==> config.mk <==
export PLATFORM = sky130hd
export DESIGN_NAME = interrupt_controller_flat
export DESIGN_NICKNAME = d
export VERILOG_FILES = /design/src/rtl/intc_pkg.sv /design/src/rtl/intc_if.sv /design/src/rtl/intc_class_fsm.sv /design/src/rtl/interrupt_controller.sv /design/src/flat_wrapper.sv
export SDC_FILE = /design/constraint.sdc
export NUM_CORES = 1
export LEC_CHECK = 0
export ABC_CLOCK_PERIOD_IN_PS = 2200
export CORE_MARGIN = 2
export CORE_UTILIZATION = 45
export DETAILED_ROUTE_END_ITERATION = 10
export PLACE_DENSITY = 0.74
export RECOVER_POWER = 50
export SLEW_MARGIN = 25
export SYNTH_ARGS = -nofsm -noshare
export SYNTH_HDL_FRONTEND = slang
export SYNTH_SLANG_ARGS = --single-unit
export TNS_END_PERCENT = 100
==> constraint.sdc <==
create_clock -name clk -period 2.2 [get_ports clk]
set_input_delay 0.22 -clock clk [delete_from_list [all_inputs] [get_ports clk]]
set_output_delay 0.22 -clock clk [all_outputs]
set_load 0.005 [all_outputs]
==> src/rtl/intc_pkg.sv <==
// Shared definitions for the interrupt controller: register map, class
// FSM state encoding and the fixed-priority winner selection.
package intc_pkg;

    localparam logic [2:0] INTC_ENABLE  = 3'd0;
    localparam logic [2:0] INTC_FIQSEL  = 3'd1;
    localparam logic [2:0] INTC_EDGE    = 3'd2;
    localparam logic [2:0] INTC_PENDING = 3'd3;
    localparam logic [2:0] INTC_IRQID   = 3'd4;
    localparam logic [2:0] INTC_FIQID   = 3'd5;
    localparam logic [2:0] INTC_EOI     = 3'd6;

    typedef enum logic [1:0] {
        IC_IDLE    = 2'd0,
        IC_PEND    = 2'd1,
        IC_SERVICE = 2'd2
    } intc_state_t;

    // Index of the lowest set bit; lowest index has the highest priority.
    // Returns 0 for an all-zero vector, so callers must qualify with |v.
    function automatic logic [4:0] lowest_set(input logic [31:0] v);
        logic [4:0] r;
        r = '0;
        for (int i = 31; i >= 0; i--) begin
            if (v[i]) r = 5'(i);
        end
        return r;
    endfunction

endpackage

==> src/rtl/intc_if.sv <==
// Register bus and exception_handler handshake of the interrupt controller.
// The master side is the CPU / exception handler, the slave side is the
// controller itself.
interface intc_if;
    logic        IRQAssert;
    logic        FIQAssert;
    logic        RegWE;
    logic [2:0]  RegAddr;
    logic [31:0] RegWD;
    logic [31:0] RegRD;
    logic        IRQ;
    logic        FIQ;

    modport master (
        output IRQAssert, FIQAssert, RegWE, RegAddr, RegWD,
        input  RegRD, IRQ, FIQ
    );

    modport slave (
        input  IRQAssert, FIQAssert, RegWE, RegAddr, RegWD,
        output RegRD, IRQ, FIQ
    );
endinterface

==> src/rtl/intc_class_fsm.sv <==
// One interrupt class (IRQ or FIQ): IDLE/PEND/SERVICE sequencing, the
// request line and the latched ID of the source being serviced.
module intc_class_fsm
    import intc_pkg::*;
#(
    parameter int NSRC = 8
) (
    input  logic            clk,
    input  logic            reset,
    input  logic [NSRC-1:0] cand_i,
    input  logic            ack_i,
    input  logic            eoi_i,
    output logic            line_o,
    output logic            id_valid_o,
    output logic [4:0]      id_o,
    output logic            take_o,
    output logic [4:0]      win_o
);

    intc_state_t state_q, state_d;
    logic        vld_q, vld_d;
    logic [4:0]  id_q, id_d;
    logic [31:0] cand32;

    // Next-state logic: cancel wins over a simultaneous ack, and the winner
    // ID is captured only when the ack actually moves us into SERVICE.
    always_comb begin
        cand32             = '0;
        cand32[NSRC-1:0]   = cand_i;
        win_o              = lowest_set(cand32);
        state_d            = state_q;
        vld_d              = vld_q;
        id_d               = id_q;
        take_o             = 1'b0;
        case (state_q)
            IC_IDLE: begin
                if (|cand_i) state_d = IC_PEND;
            end
            IC_PEND: begin
                if (!(|cand_i)) begin
                    state_d = IC_IDLE;
                end else if (ack_i) begin
                    state_d = IC_SERVICE;
                    id_d    = win_o;
                    vld_d   = 1'b1;
                    take_o  = 1'b1;
                end
            end
            IC_SERVICE: begin
                if (eoi_i) begin
                    state_d = IC_IDLE;
                    vld_d   = 1'b0;
                end
            end
            default: state_d = IC_IDLE;
        endcase
    end

    // State and ID registers.
    always_ff @(posedge clk or posedge reset) begin
        if (reset) begin
            state_q <= IC_IDLE;
            vld_q   <= 1'b0;
            id_q    <= '0;
        end else begin
            state_q <= state_d;
            vld_q   <= vld_d;
            id_q    <= id_d;
        end
    end

    assign line_o     = (state_q == IC_PEND);
    assign id_valid_o = vld_q;
    assign id_o       = id_q;

endmodule

==> src/rtl/interrupt_controller.sv <==
// Interrupt controller top: source synchronisers, pending/config
// registers, register read mux and the two class FSMs (IRQ and FIQ).
module interrupt_controller
    import intc_pkg::*;
#(
    parameter int NSRC        = 8,
    parameter int SYNC_STAGES = 2
) (
    input  logic            clk,
    input  logic            reset,
    input  logic [NSRC-1:0] IntSrc,
    intc_if.slave           bus
);

    logic [NSRC-1:0] sync_q [SYNC_STAGES];
    logic [NSRC-1:0] s_prev_q;
    logic [NSRC-1:0] enable_q, fiqsel_q, edge_q;
    logic [NSRC-1:0] pending_q, pending_d;
    logic [NSRC-1:0] s, rise, w1c, ack_clr, en, irqc, fiqc;
    logic            irq_take, fiq_take, irq_vld, fiq_vld;
    logic [4:0]      irq_win, fiq_win, irq_id, fiq_id;
    logic            eoi_irq, eoi_fiq;
    logic [31:0]     rd_data;
    logic            unused_wd;

    assign s         = sync_q[SYNC_STAGES-1];
    assign en        = pending_q & enable_q;
    assign fiqc      = en & fiqsel_q;
    assign irqc      = en & ~fiqsel_q;
    assign eoi_irq   = bus.RegWE && (bus.RegAddr == INTC_EOI) && bus.RegWD[0];
    assign eoi_fiq   = bus.RegWE && (bus.RegAddr == INTC_EOI) && bus.RegWD[1];
    assign unused_wd = &{1'b0, bus.RegWD};

    // Synchroniser chain per source plus the previous synchronised value for
    // rising-edge detection.
    always_ff @(posedge clk or posedge reset) begin
        if (reset) begin
            for (int k = 0; k < SYNC_STAGES; k++) sync_q[k] <= '0;
            s_prev_q <= '0;
        end else begin
            sync_q[0] <= IntSrc;
            for (int k = 1; k < SYNC_STAGES; k++) sync_q[k] <= sync_q[k-1];
            s_prev_q <= s;
        end
    end

    // Pending next state: edge bits latch rises and clear on W1C or on being
    // taken by a class (a new rise in the same cycle wins); level bits follow s.
    always_comb begin
        rise    = s & ~s_prev_q;
        w1c     = '0;
        ack_clr = '0;
        if (bus.RegWE && (bus.RegAddr == INTC_PENDING)) w1c = bus.RegWD[NSRC-1:0];
        for (int i = 0; i < NSRC; i++) begin
            if ((irq_take && (irq_win == 5'(i))) || (fiq_take && (fiq_win == 5'(i))))
                ack_clr[i] = 1'b1;
        end
        pending_d = (edge_q & ((pending_q & ~w1c & ~ack_clr) | rise)) | (~edge_q & s);
    end

    // Configuration and pending registers.
    always_ff @(posedge clk or posedge reset) begin
        if (reset) begin
            enable_q  <= '0;
            fiqsel_q  <= '0;
            edge_q    <= '0;
            pending_q <= '0;
        end else begin
            if (bus.RegWE && (bus.RegAddr == INTC_ENABLE)) enable_q <= bus.RegWD[NSRC-1:0];
            if (bus.RegWE && (bus.RegAddr == INTC_FIQSEL)) fiqsel_q <= bus.RegWD[NSRC-1:0];
            if (bus.RegWE && (bus.RegAddr == INTC_EDGE))   edge_q   <= bus.RegWD[NSRC-1:0];
            pending_q <= pending_d;
        end
    end

    intc_class_fsm #(.NSRC(NSRC)) u_irq (
        .clk       (clk),
        .reset     (reset),
        .cand_i    (irqc),
        .ack_i     (bus.IRQAssert),
        .eoi_i     (eoi_irq),
        .line_o    (bus.IRQ),
        .id_valid_o(irq_vld),
        .id_o      (irq_id),
        .take_o    (irq_take),
        .win_o     (irq_win)
    );

    intc_class_fsm #(.NSRC(NSRC)) u_fiq (
        .clk       (clk),
        .reset     (reset),
        .cand_i    (fiqc),
        .ack_i     (bus.FIQAssert),
        .eoi_i     (eoi_fiq),
        .line_o    (bus.FIQ),
        .id_valid_o(fiq_vld),
        .id_o      (fiq_id),
        .take_o    (fiq_take),
        .win_o     (fiq_win)
    );

    // Combinational register read; unused bits read as zero.
    always_comb begin
        rd_data = '0;
        case (bus.RegAddr)
            INTC_ENABLE:  rd_data[NSRC-1:0] = enable_q;
            INTC_FIQSEL:  rd_data[NSRC-1:0] = fiqsel_q;
            INTC_EDGE:    rd_data[NSRC-1:0] = edge_q;
            INTC_PENDING: rd_data[NSRC-1:0] = pending_q;
            INTC_IRQID: begin
                rd_data[31]  = irq_vld;
                rd_data[4:0] = irq_id;
            end
            INTC_FIQID: begin
                rd_data[31]  = fiq_vld;
                rd_data[4:0] = fiq_id;
            end
            default: rd_data = '0;
        endcase
    end

    assign bus.RegRD = rd_data;

endmodule
==> src/flat_wrapper.sv <==
// flat-port wrapper written by rule: the top's interface ports become plain ports
module interrupt_controller_flat import intc_pkg::*;
#(
    parameter int NSRC        = 8,
    parameter int SYNC_STAGES = 2
)
  (clk, reset, IntSrc, bus_IRQAssert, bus_FIQAssert, bus_RegWE, bus_RegAddr, bus_RegWD, bus_RegRD, bus_IRQ, bus_FIQ);
  intc_if bus_i ();
  input  logic clk;
  input  logic reset;
  input  logic [NSRC-1:0] IntSrc;
  input wire logic [$bits(bus_i.IRQAssert)-1:0] bus_IRQAssert;
  input wire logic [$bits(bus_i.FIQAssert)-1:0] bus_FIQAssert;
  input wire logic [$bits(bus_i.RegWE)-1:0] bus_RegWE;
  input wire logic [$bits(bus_i.RegAddr)-1:0] bus_RegAddr;
  input wire logic [$bits(bus_i.RegWD)-1:0] bus_RegWD;
  output wire logic [$bits(bus_i.RegRD)-1:0] bus_RegRD;
  output wire logic [$bits(bus_i.IRQ)-1:0] bus_IRQ;
  output wire logic [$bits(bus_i.FIQ)-1:0] bus_FIQ;
  assign bus_i.IRQAssert = bus_IRQAssert;
  assign bus_i.FIQAssert = bus_FIQAssert;
  assign bus_i.RegWE = bus_RegWE;
  assign bus_i.RegAddr = bus_RegAddr;
  assign bus_i.RegWD = bus_RegWD;
  assign bus_RegRD = bus_i.RegRD;
  assign bus_IRQ = bus_i.IRQ;
  assign bus_FIQ = bus_i.FIQ;
  interrupt_controller #(.NSRC(NSRC), .SYNC_STAGES(SYNC_STAGES)) u_core (.clk(clk), .reset(reset), .IntSrc(IntSrc), .bus(bus_i));
endmodule
Yosys cells after proc, flatten, opt, wreduce, memory -nomap -nowiden
Cells that the tools add are included.

operators by class
  equal/unequal tests = 34
  mux-type cells = 52
  bitwise operators = 15
  reductions and logical operators = 46

operators with widths
  cell                  number
  $mux W5               14
  $and A8 B8 Y8         8
  $eq A5 B3 Y1 const B  8
  $not A8 Y8            5
  $pmux W5 S6           1
  $logic_and A1 B1 Y1   23
  $eq A5 B2 Y1 const B  4
  $mux W1               20
  $mux W2               8
  $or A8 B8 Y8          2
  $reduce_or A8 Y1      2
  $pmux W2 S3           2
  $pmux W3 S4           1
  $reduce_and A3 Y1     4
  $eq A5 B1 Y1 const B  2
  $logic_not A5 Y1      2
  $eq A3 B3 Y1 const B  3
  $logic_or A1 B1 Y1    8
  $mux W8               1
  $ne A2 B1 Y1 const B  4
  $ne A2 B2 Y1 const B  4
  $reduce_and A4 Y1     2
  $eq A3 B2 Y1 const B  2
  $mux W3               2
  other kinds (8)       15

word-level totals
  bits in registers = 72
  bits of input ports = 48
  output and inout port bits = 34
  logic and storage cells = 160

Longest topological paths before layout
Gate-level depths: netlist of the first run.

  depth in word-level cells = 19
  mapped depth = 6

By module
From an unflattened synthesis of the first run, not the netlist that was laid out.

second synthesis, totals
  cell total of the unflattened synthesis = 311
  area, all modules = 3537.1 um^2

by module, submodules not included
  module                instances  cells an instance  area each (um^2)  seq. area each (um^2)
  interrupt_controller  1          239                2778.9            1401.3
  intc_class_fsm        2          36                 379.1             150.1

Least setup slack after synthesis of the first run
Ideal clock, no wire load.

  path kind = register to register
  from = register u_core.enable_q[6]
  to = register u_core.u_irq.id_q[0] (netlist: u_core.u_irq.id_o[0])
  arrival time = 1.390 ns
  data required time = 2.075 ns
  path slack = 0.685 ns
  stages on the path, launching flop included = 6
  path buffers = 0
  path through = dfrtp_1 > and3b_1 > o21bai_4 > o31ai_4 > nor2_4 > mux2_4

between the ends
  longest elaborated chain between the ends = 9

ends and longest elaborated chain
  what                      line                        RTL
  start: declaration        interrupt_controller.sv:17  logic [NSRC-1:0] enable_q, fiqsel_q, edge_q;
  start signal: assignment  interrupt_controller.sv:69  if (bus.RegWE && (bus.RegAddr == INTC_ENABLE)) enable_q <= bus.RegWD[NSRC-1:0];
  $and A8 B8 Y8 (*)         interrupt_controller.sv:27  assign en = pending_q & enable_q;
  $and A8 B8 Y8 (*)         interrupt_controller.sv:29  assign irqc = en & ~fiqsel_q;
  $mux W5 (7 in series)     intc_pkg.sv:25              if (v[i]) r = 5'(i);
  end signal: assignment    intc_class_fsm.sv:68        id_q <= id_d;
  end: declaration          intc_class_fsm.sv:22        logic [4:0] id_q, id_d;

Every way passes the cells marked *; elsewhere a longest branch is shown, timed or not.
A chain may end at the register's enable or synchronous reset.

Worst setup path in the final report of the first run
  from = input bus_RegAddr[2]
  to = output bus_RegRD[2]

between the ends
  longest elaborated chain between the ends = 2

ends and longest elaborated chain
  what                                        line                         RTL
  start: declaration                          flat_wrapper.sv:15           input wire logic [$bits(bus_i.RegAddr)-1:0] bus_RegAddr;
  $eq A3 B3 Y1, or another cell as far along  interrupt_controller.sv:105  case (bus.RegAddr)
  $pmux W5 S6 (*)                             interrupt_controller.sv:105
  end: declaration                            flat_wrapper.sv:17           output wire logic [$bits(bus_i.RegRD)-1:0] bus_RegRD;

Marked as above.

==> results.py, run 1 <==
metrics = {
    "logic_synthesis": {
        "synth_edf_count": 0,
        "synthCells": 294,
        "synth_seq_area_share": 0.5017,
        "yosys.cell_types.count": 56,
        "synthesis.area_um2": 3392,
        "synthArstFlopShare": 1.000,
        "synth-main-ff-cell": "dfrtp_1",
        "ys_ff_latch": 68,
        "yosysWarningCount": 0,
        "synth_area_per_cell_um2": 11.54,
    },
    "final_layout": {
        "diodes": 0,
        "final_cell_mix": "dfrtp_1 (68), nand2_1 (32), mux2_2 (25)",
        "area_growth_pct": 21.28,
        "fin_nets": 402,
        "final_common_cell": "dfrtp_1",
        "final_area_um2": 4114,
        "stdcell_count": 458,
        "drive_above_1_share": 0.2340,
    },
    "setup_path": {
        "cp-end-kind": "primary output",
        "timing.critical_path.mode_cell": "clkdlybuf4s50_1",
        "crit_type": "in -> out",
        "crit_family": "buffers and inverters",
        "worstPathRequired_ns": 1.98,
        "critPathLaunchType": "primary input",
        "crit_chain": "clkdlybuf4s50_1 > buf_4 > nor2b_2 > a221oi_1 > o32ai_1 > clkdlybuf4s50_1",
        "path_max_fanout": 4,
        "crit_path_max_incr_delay_ns": 0.57,
        "crit_slowest_cell": "clkdlybuf4s50_1",
        "crit_buf_inv": 3,
        "crit_arrival_ns": 1.89,
        "reg2reg_slack_ns": 0.46,
    },
    "routing": {
        "vias_per_cell": 5.432,
        "initialDrtViolationCount": 190,
        "drt_first_pass_iters": 4,
        "wire_per_inst_um": 16.75,
        "route.vias.total": 2488,
        "route.detailed.drc": 0,
        "wl_mm": 7.672,
        "ant_nets": 0,
    },
    "global_routing": {
        "grtUsageTotal": 0.1934,
        "overflow": 0,
        "antenna_found_initial": 0,
        "grt_pass1_wl_mm": 12.37,
        "grt_start_max_net_pins": 69,
        "grt_pass1_vias": 2430,
    },
    "outcome": {
        "status": "complete, but fails checks",
        "violations": "max-capacitance violations, max-slew violations",
    },
    "sta": {
        "whs_ns": 0.3508,
        "setup_slack_ns": 0.08675,
        "fin_skew_ns": 0.007124,
        "slew_viol_final": 69,
        "tightest_slew_ns": 1.662,
        "post-route-period-util": 0.9606,
        "hold_viol": 0,
        "setup_violations": 0,
        "relSlewSlack": -0.1080,
        "max_clock_freq_ghz": 0.4732,
        "final.setup.tns_ns": 0,
        "rsz0062_at_grt": "no",
        "min_period_ns": 2.113,
    },
    "clocking": {
        "cts.sinks": 68,
        "insertion_delay_ns": 0.35,
        "cts_tree": "done",
        "cts_htree_levels": 3,
        "ctsLongestPathBuffers": 2,
        "numCtsBuffers": 9,
        "cts_hold_buf": 0,
        "postCtsSetupBuffers": 0,
        "cts-root-buf": "clkbuf_8",
        "clk_pin_slew_ns": 0.07,
    },
    "placement": {
        "port_buffers": 34,
        "dp_hpwl_mm": 5.721,
        "placedCellCount": 442,
        "gp_congestion": 0.8863,
        "place_area_um2": 3918,
        "pre_cts_ws_ns": -0.05736,
    },
    "floorplanning": {
        "num_rows": 31,
        "start_util": 0.4652,
        "io_pins": 82,
        "die_width_um": 90.82,
        "dieArea_um2": 8248,
        "die-height_um": 90.82,
        "core_area_um2": 7292,
    },
    "power": {
        "combinationalPowerShare": 0.284,
        "p_clk_frac": 0.265,
        "swShare": 0.3276,
        "p_leak_nw": 1.802,
        "p_int_mw": 2.600,
        "switchingPower_mw": 1.266,
        "irDropWorstVdd_uv": 503.9,
        "pwr-share-seq": 0.451,
        "power.density_nw_per_um2": 939.7,
    },
    "run": {
        "cap_violations": 1,
    },
    "worst_hold_path": {
        "worstHoldPathType": "reg -> reg",
    },
}
[sequential cells by signal, indices dropped and copies added, names as in the netlist]
| signal | flops |
|---|---|
| u_core.edge_q | 8 |
| u_core.enable_q | 8 |
| u_core.fiqsel_q | 8 |
| u_core.pending_q | 8 |
| u_core.s | 8 |
| u_core.s_prev_q | 8 |
| u_core.sync_q | 8 |
| u_core.u_fiq.id_o | 3 |
| u_core.u_fiq.id_valid_o | 1 |
| u_core.u_fiq.state_q | 2 |
| u_core.u_irq.id_o | 3 |
| u_core.u_irq.id_valid_o | 1 |
| u_core.u_irq.state_q | 2 |
[worst register-to-register path, stage by stage (launching register included)]
cell	delay (ns)
dfrtp_1	0.44
and3_1	0.22
nor2_1	0.34
a41oi_1	0.33
a31o_2	0.31
[metal layers]
layer	routed length (um)	track usage
met4	77	0.06313
met3	498	0.04424
met1	3390	0.2637
met5	0	0
met2	3706	0.3078
[kinds of logic (layout without fill, tap and decap cells)]
kind of cell | after synthesis | after routing | synth area share
other | 1 | 23 | 0.001106
AO/OA/AOI/OAI | 53 | 53 | 0.1221
multiplexers | 37 | 37 | 0.1424
buffers and inverters | 35 | 78 | 0.06640
AND/OR/NAND/NOR | 100 | 100 | 0.1664
flip-flops | 68 | 68 | 0.5017
[what timing repair did]
item,4_1_cts,5_1_grt
cloned,0,0
pin swaps,0,0
gates resized for setup,7,1
endpoints found under the setup margin,7,1
[cells in the mapped netlist (2+ instances only)]
| library cell | n | share of area |
|---|---|---|
| a32o_1 | 2 | 0.0059 |
| nand3_1 | 6 | 0.0089 |
| nor2_1 | 18 | 0.020 |
| mux2_4 | 3 | 0.013 |
| mux4_2 | 4 | 0.027 |
| mux2_2 | 25 | 0.083 |
| mux2i_1 | 4 | 0.012 |
| nand4_1 | 4 | 0.0074 |
| inv_1 | 5 | 0.0055 |
| o311ai_1 | 2 | 0.0052 |
| a31oi_1 | 3 | 0.0055 |
| o21ai_1 | 2 | 0.0030 |
| a221oi_1 | 6 | 0.015 |
| nor3b_4 | 2 | 0.011 |
| dfrtp_1 | 68 | 0.50 |
| a22o_1 | 4 | 0.010 |
| a21oi_1 | 13 | 0.019 |
| and2_1 | 2 | 0.0037 |
| o31ai_1 | 2 | 0.0044 |
| a21o_1 | 2 | 0.0044 |
| nand2_1 | 32 | 0.035 |
| and3b_1 | 2 | 0.0052 |
| and3_1 | 8 | 0.015 |
| buf_4 | 23 | 0.051 |
| nor2b_1 | 11 | 0.020 |
| buf_2 | 6 | 0.0089 |
| nand3b_1 | 6 | 0.013 |
[through the flow]
step	util	power (mW)
after floorplan	-	2.475
after global placement	0.5372	2.815
after detailed placement	0.5372	2.862
after CTS	0.5659	3.901
after global routing	0.5642	4.091
final	0.5642	3.866
[power groups by stage]
stage | registers [mW] | logic [mW] | clock network (mW)
5_1_grt | 1.78 | 1.20 | 1.11
2_1_floorplan | 1.68 | 0.797 | 0
4_1_cts | 1.73 | 1.11 | 1.06
6_report | 1.74 | 1.10 | 1.03
3_3_place_gp | 1.74 | 1.07 | 0
3_5_place_dp | 1.76 | 1.11 | 0
[final cells by class]
class | instances | area (um2)
tap | 99 | 123.9
clock inverter | 7 | 76.32
multi-input combinational | 213 | 1553
clock buffer | 9 | 123.9
inverter | 5 | 18.77
timing repair buffer | 57 | 516.7
sequential | 68 | 1702
fill | 653 | 3178
[path summary, 6_finish.rpt]
check / start / end / cells after the start
setup / recovery: bus_RegAddr[2] / bus_RegRD[2] / 6
hold / removal: u_core.sync_q[14]$_DFF_PP0_ / u_core.s[6]$_DFF_PP0_ / 0
setup reg to reg: u_core.fiqsel_q[4]$_DFFE_PP0P_ / u_core.u_fiq.state_q[1]$_DFFE_PP0P_ / 4
hold reg to reg: u_core.sync_q[14]$_DFF_PP0_ / u_core.s[6]$_DFF_PP0_ / 0
max in group asynchronous: reset / u_core.enable_q[4]$_DFFE_PP0P_ / 3
min in group asynchronous: reset / u_core.sync_q[10]$_DFF_PP0_ / 3
Note: power is estimated with default switching activity, not from simulation.
==> inputs of run 2 (changes only) <==
--- a/config.mk
+++ b/config.mk
@@ -6,7 +6,7 @@
 export NUM_CORES = 1
 export LEC_CHECK = 0
 export ABC_CLOCK_PERIOD_IN_PS = 2200
-export CORE_MARGIN = 2
+export CORE_MARGIN = 3
 export CORE_UTILIZATION = 45
 export DETAILED_ROUTE_END_ITERATION = 10
 export PLACE_DENSITY = 0.74
==> results.py, run 2 (synthesis results as in run 1) <==
metrics = {
    "clocking": {
        "cts_tree": "done",
        "insertion_delay_ns": 0.34,
        "cts.sinks": 68,
        "clk_pin_slew_ns": 0.06,
        "cts_htree_levels": 3,
        "numCtsBuffers": 9,
        "postCtsSetupBuffers": 0,
        "ctsLongestPathBuffers": 2,
        "cts-root-buf": "clkbuf_8",
    },
    "worst_hold_path": {
        "hold_start": "u_core.sync_q[9]$_DFF_PP0_",
        "holdPathEnd": "u_core.s[1]$_DFF_PP0_",
        "worstHoldPathType": "reg -> reg",
        "whs_path_depth": 0,
    },
    "final_layout": {
        "final_cell_mix": "dfrtp_1 (68), nand2_1 (32), mux2_2 (25)",
        "fin_nets": 399,
        "final_common_cell": "dfrtp_1",
        "post-route-util": 0.5575,
        "diodes": 0,
        "area_growth_pct": 19.85,
        "drive_above_1_share": 0.2232,
    },
    "power": {
        "power.density_nw_per_um2": 913.0,
        "p_leak_nw": 1.777,
        "irDropWorstVdd_uv": 449.7,
    },
    "floorplanning": {
        "die-height_um": 92.82,
        "dieArea_um2": 8616,
        "die_width_um": 92.82,
        "core_area_um2": 7292,
        "num_rows": 31,
        "start_util": 0.4652,
        "io_pins": 82,
    },
    "sta": {
        "setup_violations": 0,
        "tightest_slew_ns": 1.609,
        "whs_ns": 0.3491,
        "relSlewSlack": -0.07299,
        "max_clock_freq_ghz": 0.4676,
        "slew_viol_final": 69,
        "setup_slack_ns": 0.06155,
        "post-route-period-util": 0.9720,
        "hold_viol": 0,
        "min_period_ns": 2.138,
        "fin_skew_ns": 0.008766,
        "rsz0062_at_grt": "no",
    },
    "routing": {
        "ant_nets": 0,
        "wl_mm": 7.681,
        "initialDrtViolationCount": 184,
        "wire_per_inst_um": 16.96,
        "drt_first_pass_iters": 4,
        "route.vias.total": 2420,
        "route.detailed.drc": 0,
        "vias_per_cell": 5.342,
    },
    "setup_path": {
        "startpoint": "bus_RegAddr[2]",
        "worstReg2RegEnd": "u_core.pending_q[4]$_DFF_PP0_",
        "r2r_start": "u_core.enable_q[3]$_DFFE_PP0P_",
        "reg2regPathDepth": 5,
        "path_max_fanout": 8,
        "crit_type": "in -> out",
        "reg2reg_slack_ns": 0.44,
        "critPathLaunchType": "primary input",
        "worstPathRequired_ns": 1.98,
        "cp-end-kind": "primary output",
        "crit_arrival_ns": 1.92,
    },
    "outcome": {
        "violations": "max-capacitance violations, max-slew violations",
        "status": "complete, but fails checks",
    },
    "placement": {
        "port_buffers": 34,
        "gp_congestion": 0.9249,
        "pre_cts_ws_ns": -0.07169,
        "dp_hpwl_mm": 5.631,
    },
    "global_routing": {
        "grtUsageTotal": 0.1913,
        "grt_pass1_wl_mm": 12.53,
        "overflow": 0,
        "grt_start_max_net_pins": 69,
        "grt_pass1_vias": 2416,
        "antenna_found_initial": 0,
    },
    "run": {
        "cap_violations": 1,
    },
}
-- run 2: metrics by stage --
stage	power, mW	cell area [um2]	std cells	TNS [ns]
after floorplan	2.475	3475	316	0
after global placement	2.831	3908	439	-0.2437
after detailed placement	2.876	3908	439	-0.2483
after CTS	3.737	4066	453	0
after global routing	3.945	4065	453	0
final	3.711	4065	453	0
-- run 2: how the worst max path moves through the flow --
stage                                         endpoint  cells past startpoint  slack (ns)
after floorplan           u_core.edge_q[0]$_DFFE_PP0P_                      1        0.27
after global placement                    bus_RegRD[1]                      6       -0.05
after detailed placement                  bus_RegRD[6]                      5       -0.07
after CTS                                 bus_RegRD[0]                      7        0.02
final                                     bus_RegRD[0]                      7        0.06
after global routing                      bus_RegRD[6]                      3       0.004
-- run 2: cell type report --
type,instances,area (um2)
inverters,5,18.77
fillers,634,3227
multi-input cells,213,1560
clock inverters,3,15.01
clock buffers,11,141.4
well taps,99,123.9
repair buffers,54,504.2
flip-flops and latches,68,1702
-- run 2: power breakdown --
part           total, mW  switching, mW  internal [mW]
registers           1.75          0.245           1.50
clock network      0.852          0.431          0.421
logic               1.11          0.534          0.579
total               3.71           1.21           2.50
-- run 2: what timing repair did --
action                     CTS  global route
setup endpoints to repair    7             3
resized for setup            4             3
hold buffers                 0             0
pin swaps                    0             1
-- run 2: worst max-delay path: stages --
cell and delay [ns]:
clkdlybuf4s50_1 0.52, buf_6 0.15, mux2i_1 0.18, nor2_1 0.05
a31oi_1 0.20, o22ai_1 0.13, clkdlybuf4s50_1 0.46
-- run 2: per-layer routing --
layer  GRT usage  vias up  share of wire
li1            -     1143              -
met1      0.2589     1174           0.44
met2      0.2945       94           0.48
met3     0.05443        9          0.077
met4     0.06716        0         0.0096
met5           0        -              0
